**src/rtl/seven_seg_pkg.sv**
```systemverilog
// Shared constants, brightness type and hex decoder for the seven-segment scan driver.
// Segment bit order is {g,f,e,d,c,b,a}, logical polarity (1 = lit).
package seven_seg_pkg;

  localparam logic [6:0] SEG_OFF = 7'h00;
  localparam logic [6:0] SEG_ALL = 7'h7F;

  localparam int BRIGHT_W_DEFAULT = 3;
  typedef logic [BRIGHT_W_DEFAULT-1:0] bright_t;

  function automatic logic [6:0] hex_to_seg(input logic [3:0] nib);
    logic [6:0] seg;
    case (nib)
      4'h0:    seg = 7'h3F;
      4'h1:    seg = 7'h06;
      4'h2:    seg = 7'h5B;
      4'h3:    seg = 7'h4F;
      4'h4:    seg = 7'h66;
      4'h5:    seg = 7'h6D;
      4'h6:    seg = 7'h7D;
      4'h7:    seg = 7'h07;
      4'h8:    seg = 7'h7F;
      4'h9:    seg = 7'h6F;
      4'hA:    seg = 7'h77;
      4'hB:    seg = 7'h7C;
      4'hC:    seg = 7'h39;
      4'hD:    seg = 7'h5E;
      4'hE:    seg = 7'h79;
      default: seg = 7'h71;
    endcase
    return seg;
  endfunction

endpackage

```
**src/rtl/seven_seg_refresh_timer.sv**
```systemverilog
// Slot timer: divides clk into REFRESH_DIV+1 cycle slots and steps the scanned digit index.
// slot_end/frame_end flag the cycle whose closing edge starts a new slot / new frame.
module seven_seg_refresh_timer #(
  parameter int NUM_DIGITS  = 4,
  parameter int REFRESH_DIV = 20000,
  parameter int CNT_W       = (REFRESH_DIV > 0) ? $clog2(REFRESH_DIV + 1) : 1,
  parameter int IDX_W       = (NUM_DIGITS > 1) ? $clog2(NUM_DIGITS) : 1
) (
  input  logic             clk,
  input  logic             rst,
  output logic [IDX_W-1:0] digit_idx,
  output logic             tick,
  output logic             frame_start,
  output logic             slot_end,
  output logic             frame_end
);

  logic [CNT_W-1:0] cnt;

  assign slot_end  = (cnt == CNT_W'(REFRESH_DIV));
  assign frame_end = slot_end && (digit_idx == IDX_W'(NUM_DIGITS - 1));

  always_ff @(posedge clk) begin
    if (rst) begin
      cnt         <= '0;
      digit_idx   <= '0;
      tick        <= 1'b0;
      frame_start <= 1'b0;
    end else if (slot_end) begin
      cnt         <= '0;
      tick        <= 1'b1;
      frame_start <= frame_end;
      digit_idx   <= frame_end ? '0 : digit_idx + 1'b1;
    end else begin
      cnt         <= cnt + 1'b1;
      tick        <= 1'b0;
      frame_start <= 1'b0;
    end
  end

endmodule

```
**src/rtl/seven_seg_scan_mux.sv**
```systemverilog
// Multiplexed N-digit seven-segment driver with double-buffered display data and PWM dimming.
// New data is committed only at frame boundaries so a frame never mixes old and new digits.
module seven_seg_scan_mux
  import seven_seg_pkg::*;
#(
  parameter int NUM_DIGITS     = 4,
  parameter int REFRESH_DIV    = 20000,
  parameter int CNT_W          = (REFRESH_DIV > 0) ? $clog2(REFRESH_DIV + 1) : 1,
  parameter int IDX_W          = (NUM_DIGITS > 1) ? $clog2(NUM_DIGITS) : 1,
  parameter int BRIGHT_W       = 3,
  parameter bit SEG_ACTIVE_LOW = 1'b0,
  parameter bit AN_ACTIVE_LOW  = 1'b0
) (
  input  logic                    clk,
  input  logic                    rst,
  input  logic [4*NUM_DIGITS-1:0] digits_in,
  input  logic [NUM_DIGITS-1:0]   dp_in,
  input  logic [NUM_DIGITS-1:0]   blank_in,
  input  logic                    load,
  input  logic [BRIGHT_W-1:0]     brightness,
  output logic                    load_ack,
  output logic [6:0]              segment,
  output logic                    dp,
  output logic [NUM_DIGITS-1:0]   anode,
  output logic [IDX_W-1:0]        digit_idx,
  output logic                    tick,
  output logic                    frame_start
);

  logic                    slot_end;
  logic                    frame_end;

  logic [4*NUM_DIGITS-1:0] pend_digits, act_digits;
  logic [NUM_DIGITS-1:0]   pend_dp, act_dp;
  logic [NUM_DIGITS-1:0]   pend_blank, act_blank;
  logic                    pend_valid, act_valid;

  logic [BRIGHT_W-1:0]     bright_q;
  logic [BRIGHT_W-1:0]     pwm_cnt;

  logic [3:0]              cur_nib;
  logic [6:0]              seg_d, seg_q;
  logic                    dp_d, dp_q;
  logic [NUM_DIGITS-1:0]   an_d, an_q;

  seven_seg_refresh_timer #(
    .NUM_DIGITS (NUM_DIGITS),
    .REFRESH_DIV(REFRESH_DIV),
    .CNT_W      (CNT_W),
    .IDX_W      (IDX_W)
  ) u_timer (
    .clk        (clk),
    .rst        (rst),
    .digit_idx  (digit_idx),
    .tick       (tick),
    .frame_start(frame_start),
    .slot_end   (slot_end),
    .frame_end  (frame_end)
  );

  // A load landing on the frame boundary bypasses pending and goes straight to active.
  always_ff @(posedge clk) begin
    if (rst) begin
      pend_digits <= '0;
      pend_dp     <= '0;
      pend_blank  <= '0;
      pend_valid  <= 1'b0;
      act_digits  <= '0;
      act_dp      <= '0;
      act_blank   <= '0;
      act_valid   <= 1'b0;
      load_ack    <= 1'b0;
      bright_q    <= '0;
      pwm_cnt     <= '0;
    end else begin
      pwm_cnt  <= pwm_cnt + 1'b1;
      load_ack <= 1'b0;
      if (slot_end) begin
        bright_q <= brightness;
      end
      if (frame_end && load) begin
        act_digits <= digits_in;
        act_dp     <= dp_in;
        act_blank  <= blank_in;
        act_valid  <= 1'b1;
        pend_valid <= 1'b0;
        load_ack   <= 1'b1;
      end else if (frame_end && pend_valid) begin
        act_digits <= pend_digits;
        act_dp     <= pend_dp;
        act_blank  <= pend_blank;
        act_valid  <= 1'b1;
        pend_valid <= 1'b0;
        load_ack   <= 1'b1;
      end else if (load) begin
        pend_digits <= digits_in;
        pend_dp     <= dp_in;
        pend_blank  <= blank_in;
        pend_valid  <= 1'b1;
      end
    end
  end

  // Until the first transfer the active buffer holds no real data, so the display stays dark.
  always_comb begin
    seg_d   = SEG_OFF;
    dp_d    = 1'b0;
    an_d    = '0;
    cur_nib = act_digits[int'(digit_idx)*4 +: 4];
    if (act_valid && !act_blank[digit_idx]) begin
      seg_d = hex_to_seg(cur_nib);
      dp_d  = act_dp[digit_idx];
      if (pwm_cnt <= bright_q) begin
        an_d = NUM_DIGITS'(1) << digit_idx;
      end
    end
  end

  always_ff @(posedge clk) begin
    if (rst) begin
      seg_q <= SEG_OFF;
      dp_q  <= 1'b0;
      an_q  <= '0;
    end else begin
      seg_q <= seg_d;
      dp_q  <= dp_d;
      an_q  <= an_d;
    end
  end

  assign segment = seg_q ^ {7{SEG_ACTIVE_LOW}};
  assign dp      = dp_q ^ SEG_ACTIVE_LOW;
  assign anode   = an_q ^ {NUM_DIGITS{AN_ACTIVE_LOW}};

endmodule
```
**config.mk**
```make
export PLATFORM = sky130hd
export DESIGN_NAME = seven_seg_scan_mux
export DESIGN_NICKNAME = d
export VERILOG_FILES = /design/src/rtl/seven_seg_pkg.sv /design/src/rtl/seven_seg_refresh_timer.sv /design/src/rtl/seven_seg_scan_mux.sv
export SDC_FILE = /design/constraint.sdc
export NUM_CORES = 1
export LEC_CHECK = 0
export BUFFER_PORTS_ARGS = -buffer_cell sky130_fd_sc_hd__buf_2
export CORE_MARGIN = 3
export CORE_UTILIZATION = 25
export CTS_CLUSTER_SIZE = 16
export DETAILED_ROUTE_END_ITERATION = 10
export PLACE_DENSITY = 0.48
export REMOVE_ABC_BUFFERS = 1
export SLEW_MARGIN = 5
export SYNTH_ARGS = -nofsm -noshare
export SYNTH_HDL_FRONTEND = slang
export SYNTH_SLANG_ARGS = --single-unit
```
**constraint.sdc**
```tcl
create_clock -name clk -period 3.1 [get_ports clk]
set_clock_uncertainty 0.15 [all_clocks]
set_input_delay 0.31 -clock clk [delete_from_list [all_inputs] [get_ports clk]]
set_output_delay 0.31 -clock clk [all_outputs]
set_load 0.005 [all_outputs]
```
=== Word level (Yosys, flattened, before mapping) ===
Memories as Yosys holds them, arrays and structs flattened. A register that Yosys moved wholly into a read port is not among the register bits.
Cells that the tools add are included.

* Bits in registers: 81
* Bits in read-only memories: 112
* Input port bits: 30
* Word-level logic and storage cells: 60
* Memories kept: 1

* Add/subtract/negate cells: 3
* $lt $le $gt $ge: 2
* Equal/unequal tests: 2
* Shift-type cells: 2
* Mux-type cells: 16
* Bitwise gates (word level): 5
* Reduce and logical (&&, ||, !) cells: 12

{| class="wikitable"
|+ Memories
! memory !! words !! bits a word !! read ports !! clocked after Yosys merged registers in !! wr ports !! line !! source
|-
| (no name shown) || 16 || 7 || 1 || 1 || 0 || seven_seg_pkg.sv:13 || <nowiki>case (nib)</nowiki>
|}

{| class="wikitable"
|+ Operators by type and width
! kind !! number
|-
| two-way mux 16 bit || 2
|-
| two-way mux 4 bit || 4
|-
| variable part select 16 x 5 -> 4 bit || 1
|-
| adder 15 x 1 -> 15 bit, second input constant || 1
|-
| == test 15 bit, second input constant || 1
|-
| two-way mux 1 bit || 7
|-
| OR reduction 2 bit || 3
|-
| OR reduction 3 bit || 2
|-
| NOT 1 bit || 5
|-
| binary-select mux 1 bit (select 2 bit) || 2
|-
| logical AND 1 bit || 4
|-
| << shifter 1 x 2 -> 4 bit, first input constant || 1
|-
| adder 3 x 1 -> 3 bit, second input constant || 1
|-
| <= comparator 3 bit || 1
|-
| < comparator 2 x 3 -> 1 bit, second input constant || 1
|-
| AND reduction 3 bit || 1
|-
| adder 2 x 1 -> 2 bit, second input constant || 1
|-
| == test 2 bit, second input constant || 1
|-
| two-way mux 2 bit || 1
|-
| nonzero test 2 bit || 1
|-
| logical NOT 1 bit || 1
|}

=== Logic depth before layout (Yosys ltp) ===
* Word-level depth: 6
* Gate-level depth with buffers: 8
* Depth with buffers taken out: 6

=== Modules after synthesis ===
From an unflattened synthesis, not the netlist that was laid out.

* Cell total of the unflattened synthesis: 453
* Area, all modules: 3968.8 µm²

{| class="wikitable"
|+ Modules (own cells, without submodules)
! module !! times used !! cells an instance !! area an instance (µm²) !! sequential area each (µm²)
|-
| seven_seg_scan_mux || 1 || 358 || 3074.2 || 1381.3
|-
| seven_seg_refresh_timer || 1 || 95 || 894.6 || 380.4
|}

=== Worst setup path after synthesis ===
Ideal clock, no wire load.

* Kind: flip-flop to flip-flop
* From: register u_timer.digit_idx[0]
* To: register seg_q[1], in the netlist segment[1]
* Library setup time: 0.095 ns
* Arrival: 2.184 ns
* Data required time: 2.855 ns
* Path slack: 0.671 ns
* Stages on the path, launching flop included: 8
* Buffers on the path: 1
* Clock period less this slack: 2.429 ns
* Cell sequence: dfxtp_1 buf_1 mux4_2 inv_1 ha_1 nor2_1 a21oi_1 a221oi_1

* Cells in the longest elaborated chain, start to end: 6
* Elaborated cells on any way between the ends: 7

{| class="wikitable"
|+ RTL lines
! what !! line !! source
|-
| start: declaration || seven_seg_refresh_timer.sv:11 || <nowiki>output logic [IDX_W-1:0] digit_idx,</nowiki>
|-
| start signal: assignment || seven_seg_refresh_timer.sv:33 || <nowiki>digit_idx <= frame_end ? '0 : digit_idx + 1'b1;</nowiki>
|-
| binary-select mux 1 bit (select 2 bit) || seven_seg_scan_mux.sv:110 || <nowiki>if (act_valid && !act_blank[digit_idx]) begin</nowiki>
|-
| two-way mux 1 bit (not written as such) || seven_seg_scan_mux.sv:110 ||
|-
| logical NOT 1 bit || seven_seg_scan_mux.sv:110 ||
|-
| logical AND 1 bit || seven_seg_scan_mux.sv:110 ||
|-
| NOT 1 bit (no source line) || - ||
|-
| OR reduction 2 bit (no source line) || - ||
|-
| end: declaration || seven_seg_scan_mux.sv:42 || <nowiki>logic [6:0] seg_d, seg_q;</nowiki>
|}

Parallel ways exist; a longest one is shown, timed or not. The select of a mux whose other input is x is not followed.
A chain may end at the register's enable or synchronous reset.

=== Worst setup path after layout ===
* From: register u_timer.cnt[2]
* To: register act_digits[1]

* Cells in the longest elaborated chain, start to end: 4
* Elaborated cells on any way between the ends: 6

{| class="wikitable"
|+ RTL lines
! what !! line !! source
|-
| start: declaration || seven_seg_refresh_timer.sv:18 || <nowiki>logic [CNT_W-1:0] cnt;</nowiki>
|-
| start signal: assignment || seven_seg_refresh_timer.sv:35 || <nowiki>cnt <= cnt + 1'b1;</nowiki>
|-
| == test 15 bit (*) || seven_seg_refresh_timer.sv:20 || <nowiki>assign slot_end = (cnt == CNT_W'(REFRESH_DIV));</nowiki>
|-
| logical AND 1 bit (*) || seven_seg_refresh_timer.sv:21 || <nowiki>assign frame_end = slot_end && (digit_idx == IDX_W'(NUM_DIGITS - 1));</nowiki>
|-
| logical AND 1 bit, on equally long branches || seven_seg_scan_mux.sv:81, seven_seg_scan_mux.sv:88 ||
|-
| two-way mux 16 bit / nonzero test 2 bit (equally long branches) || - ||
|-
| end signal: assignment || seven_seg_scan_mux.sv:82 || <nowiki>act_digits <= digits_in;</nowiki>
|-
| end signal: assignment || seven_seg_scan_mux.sv:89 || <nowiki>act_digits <= pend_digits;</nowiki>
|-
| end: declaration || seven_seg_scan_mux.sv:33 || <nowiki>logic [4*NUM_DIGITS-1:0] pend_digits, act_digits;</nowiki>
|}

Every way passes the cells marked *; elsewhere a longest branch is shown, timed or not.

==> qor.log <==
qor: sta.worst_slew_pin_slew 1.11 ns
qor: worst_setup_path.critical_path.cell_chain or4_1 > nor4_4 > a31oi_2 > o2bb2ai_1
qor: worst_setup_path.worstRegToRegCells 4
qor: cts.postCtsHoldBufs 0
qor: worst_setup_path.critical_path_arrival 2.66 ns
qor: cts.clock_tree.htree_level_count 3
qor: final_layout.finalInstanceArea 4660 µm²
qor: global_route.grt_util_met2 0.166
qor: sta.unrepaired_setup_endpoints_after_global_routing no
qor: sta.setup_viol_count_final 0
qor: placed_design.detailed_place.area 4370 µm²
qor: final_layout.seq_area 1760 µm²
qor: logic_synthesis.ys_warn_count 0
qor: sta.setup_slack 0.522 ns
qor: pwr.power_leakage 1.85 nW
qor: global_route.global_route.usage.met3 0.0314
qor: detailed_routing.drt_drc_violations_left 0
qor: global_route.global_route.usage.total 0.106
qor: detailed_routing.drt.antenna.violating_nets 0
qor: logic_synthesis.post_synth_inst_count 381
qor: logic_synthesis.avgSynthCellArea 10.3 µm²
qor: floorplan.design.core.area 15,300 µm²
qor: sta.maxClockFrequency 388 MHz
qor: floorplan.dieWidth 131 µm
qor: placed_design.gp_routability_congestion 0.802
qor: floorplan.rows 45
qor: global_route.grt_start_max_net_pins 35
qor: global_route.grt-busiest-layer met2
qor: logic_synthesis.post-synth-top-area-fraction 0.449
qor: sta.min_period_over_period 0.832
qor: sta.fin_tns_setup 0 ns
qor: floorplan.boundaryPins 47
qor: logic_synthesis.ys_seq_area_frac 0.449
qor: detailed_routing.drt-wirelength-per-cell 13.5 µm
qor: cts.cts-buffers-inserted 9
qor: sta.finalMaxSlewViolations 0
qor: placed_design.place_ws 0.500 ns
qor: logic_synthesis.asyncSetResetFlopFracSynth 0
qor: cts.cell_at_the_root_of_the_clock_tree sky130_fd_sc_hd__clkbuf_16
qor: placed_design.detailed_place_hpwl 6170 µm
qor: worst_setup_path.worstSetupEndpointType flip-flop
qor: worst_setup_path.timing.critical_path.from_type flip-flop
qor: cts.cts-root-to-sink-buffers 2
qor: pwr.ir_worst_vdd 0.000277 V
qor: final_layout.instances_no_fill 634
qor: detailed_routing.vias_per_cell 4.41
qor: global_route.use_met1 0.132
qor: worst_setup_path.worst-path-max-fanout 21
qor: detailed_routing.firstDrtPassIters 4
qor: global_route.grt_overflow 0
qor: cts.clock_sink_count 88
qor: detailed_routing.route.vias.total 2,797
qor: cts.tritoncts done
qor: logic_synthesis.post_synth_num_cell_types 39
qor: final_layout.antenna_cells_inserted 0
qor: cts.post_cts_resized 0
qor: sta.report.final.hold_viol_count 0
qor: worst_setup_path.critical_path.slowest_cell sky130_fd_sc_hd__or4_1
qor: logic_synthesis.synth_top_cell_by_area sky130_fd_sc_hd__dfxtp_1
qor: worst_setup_path.crit_path_max_incr_delay 0.60 ns
qor: logic_synthesis.synth_area_leaders sky130_fd_sc_hd__dfxtp_1 (45%), sky130_fd_sc_hd__mux2i_1 (12%), sky130_fd_sc_hd__nand2b_1 (7.8%), sky130_fd_sc_hd__o2bb2ai_1 (4.7%), sky130_fd_sc_hd__ha_1 (4.5%)
qor: run_status.outcome complete, no violations
qor: final_layout.multi_input_comb_area 2020 µm²
qor: worst_hold_path.min_delay_path_depth 2
qor: logic_synthesis.ys_ff_latch 88
qor: global_route.grt_pass1_vias 2,775
qor: floorplan.floorplan.initialDensity 0.256
qor: worst_hold_path.hold_path_class in -> reg
qor: worst_setup_path.reg2reg_slack 0.52 ns
qor: sta.slew_headroom 0.257
qor: final_layout.final.fill_count 1,602
qor: logic_synthesis.post_synth_instance_area 3930 µm²
qor: cts.cts.repair_timing.setup_buffer_count 0
qor: job.timing.max_cap.violations 0
qor: pwr.power.density_cell_area 509 nW/µm²
qor: placed_design.post-place-cells 618
qor: floorplan.die-area 17,300 µm²
qor: logic_synthesis.postSynth.topFlopCell sky130_fd_sc_hd__dfxtp_1
qor: global_route.grt_pass1_wl 14,500 µm
qor: final_layout.area_delta_synth_final 18.5%
qor: final_layout.layout-drive-gt1-share 0.184
qor: global_route.grt_antenna_before_repair 0
qor: sta.finalCriticalPeriod 2.58 ns
qor: floorplan.fp.dieH 131 µm
qor: detailed_routing.initialDrtViolationCount 179
qor: logic_synthesis.synth-edff-count 0
qor: worst_setup_path.start_to_end_type_of_the_worst_setup_path reg -> reg
qor: worst_setup_path.worst_path_required_time 3.18 ns
qor: cts.clock_latency 0.35 ns
qor: detailed_routing.routed_wirelength 8580 µm
qor: cts.cts.reportedPaths.clkPinSlew 0.06 ns
qor: final_layout.design.final.nets 462
qor: placed_design.buffer_ports.inserted 46
metal layers:
layer,vias up,share of wire
met5,-,0
met4,0,0.023
met3,11,0.041
met2,41,0.47
met1,1328,0.47
li1,1417,-
synth_stat cells, types with 2 or more instances:
cell type	count
sky130_fd_sc_hd__inv_1	17
sky130_fd_sc_hd__clkbuf_1	19
sky130_fd_sc_hd__nor4_1	4
sky130_fd_sc_hd__dfxtp_1	88
sky130_fd_sc_hd__nand3_1	8
sky130_fd_sc_hd__nand4_1	5
sky130_fd_sc_hd__nand2_1	4
sky130_fd_sc_hd__nor2_1	27
sky130_fd_sc_hd__a211oi_1	3
sky130_fd_sc_hd__mux2_2	3
sky130_fd_sc_hd__xor2_1	5
sky130_fd_sc_hd__o22ai_1	2
sky130_fd_sc_hd__ha_1	14
sky130_fd_sc_hd__a221oi_1	6
sky130_fd_sc_hd__o21ai_0	2
sky130_fd_sc_hd__a21oi_1	2
sky130_fd_sc_hd__xnor2_1	9
sky130_fd_sc_hd__a22o_1	5
sky130_fd_sc_hd__nor4b_1	3
sky130_fd_sc_hd__nand2b_1	49
sky130_fd_sc_hd__or4_1	2
sky130_fd_sc_hd__mux4_2	6
sky130_fd_sc_hd__mux2i_1	46
sky130_fd_sc_hd__o2bb2ai_1	21
sky130_fd_sc_hd__buf_2	4
sky130_fd_sc_hd__and2_1	2
sky130_fd_sc_hd__nor2b_1	7
sky130_fd_sc_hd__nor3_1	7
kinds of logic after synthesis:
| logic type | after synthesis | share of synthesized area |
|---|---|---|
| compound gates | 45 | 0.0937 |
| xor+xnor | 14 | 0.0312 |
| fa+ha+maj | 14 | 0.0446 |
| buf+inv | 41 | 0.0405 |
| flops | 88 | 0.449 |
| mux | 55 | 0.160 |
| simple gates | 124 | 0.181 |
where the power goes:
part | internal [mW] | switching [mW] | total, mW
combinational | 0.0721 | 0.0829 | 0.155
clock | 0.587 | 0.453 | 1.04
sequential | 1.16 | 0.0174 | 1.17
per-stage QoR:
stage / utilization / hold WS [ns] / total power [mW]
3_5_place_dp: 0.285 / 0.278 / 1.36
2_1_floorplan: - / 0.229 / 1.29
3_3_place_gp: 0.285 / 0.265 / 1.35
4_1_cts: 0.304 / 0.0211 / 2.41
5_1_grt: 0.304 / 0.0329 / 2.47
6_report: 0.304 / 0.0304 / 2.37
cells in the final DEF, fill, tap and decap left out, types with 6 or more instances in the layout:
master	Yosys	final
sky130_fd_sc_hd__nor2b_1	7	7
sky130_fd_sc_hd__nor3_1	7	7
sky130_fd_sc_hd__buf_2	4	46
sky130_fd_sc_hd__mux4_2	6	6
sky130_fd_sc_hd__ha_1	14	14
sky130_fd_sc_hd__nor2_1	27	27
sky130_fd_sc_hd__mux2i_1	46	46
sky130_fd_sc_hd__clkbuf_16	0	9
sky130_fd_sc_hd__dfxtp_1	88	88
sky130_fd_sc_hd__inv_1	17	17
sky130_fd_sc_hd__a221oi_1	6	6
sky130_fd_sc_hd__xnor2_1	9	9
sky130_fd_sc_hd__nand3_1	8	8
sky130_fd_sc_hd__o2bb2ai_1	21	21
sky130_fd_sc_hd__nand2b_1	49	49
registers in the layout (all words and copies together) (netlist names), 3 cells and up:
signal	count
segment	7
u_timer.cnt	15
pend_blank	4
pend_dp	4
act_digits	16
act_blank	4
act_dp	4
pwm_cnt	3
anode	4
pend_digits	16
bright_q	3
critical path: cells and delay by family (launching register included):
family / cells / cell delay (ns)
flops: 1 / 0.37
simple gates: 2 / 1.15
compound gates: 2 / 0.78
area by class of cell:
class                           count  share of cell area
Clock buffer                       12              0.0551
Clock inverter                      4             0.00618
Inverter                           17              0.0137
Multi-Input combinational cell    252               0.434
Sequential cell                    88               0.378
Tap cell                          211              0.0567
Timing Repair Buffer               50              0.0559
worst paths after layout:
kind                   endpoint      startpoint
setup / recovery  act_digits[1]  u_timer.cnt[2]
hold / removal      bright_q[0]   brightness[0]
setup reg to reg  act_digits[1]  u_timer.cnt[2]
hold reg to reg      pwm_cnt[0]      pwm_cnt[0]
Power figures use the tool's default switching activity.
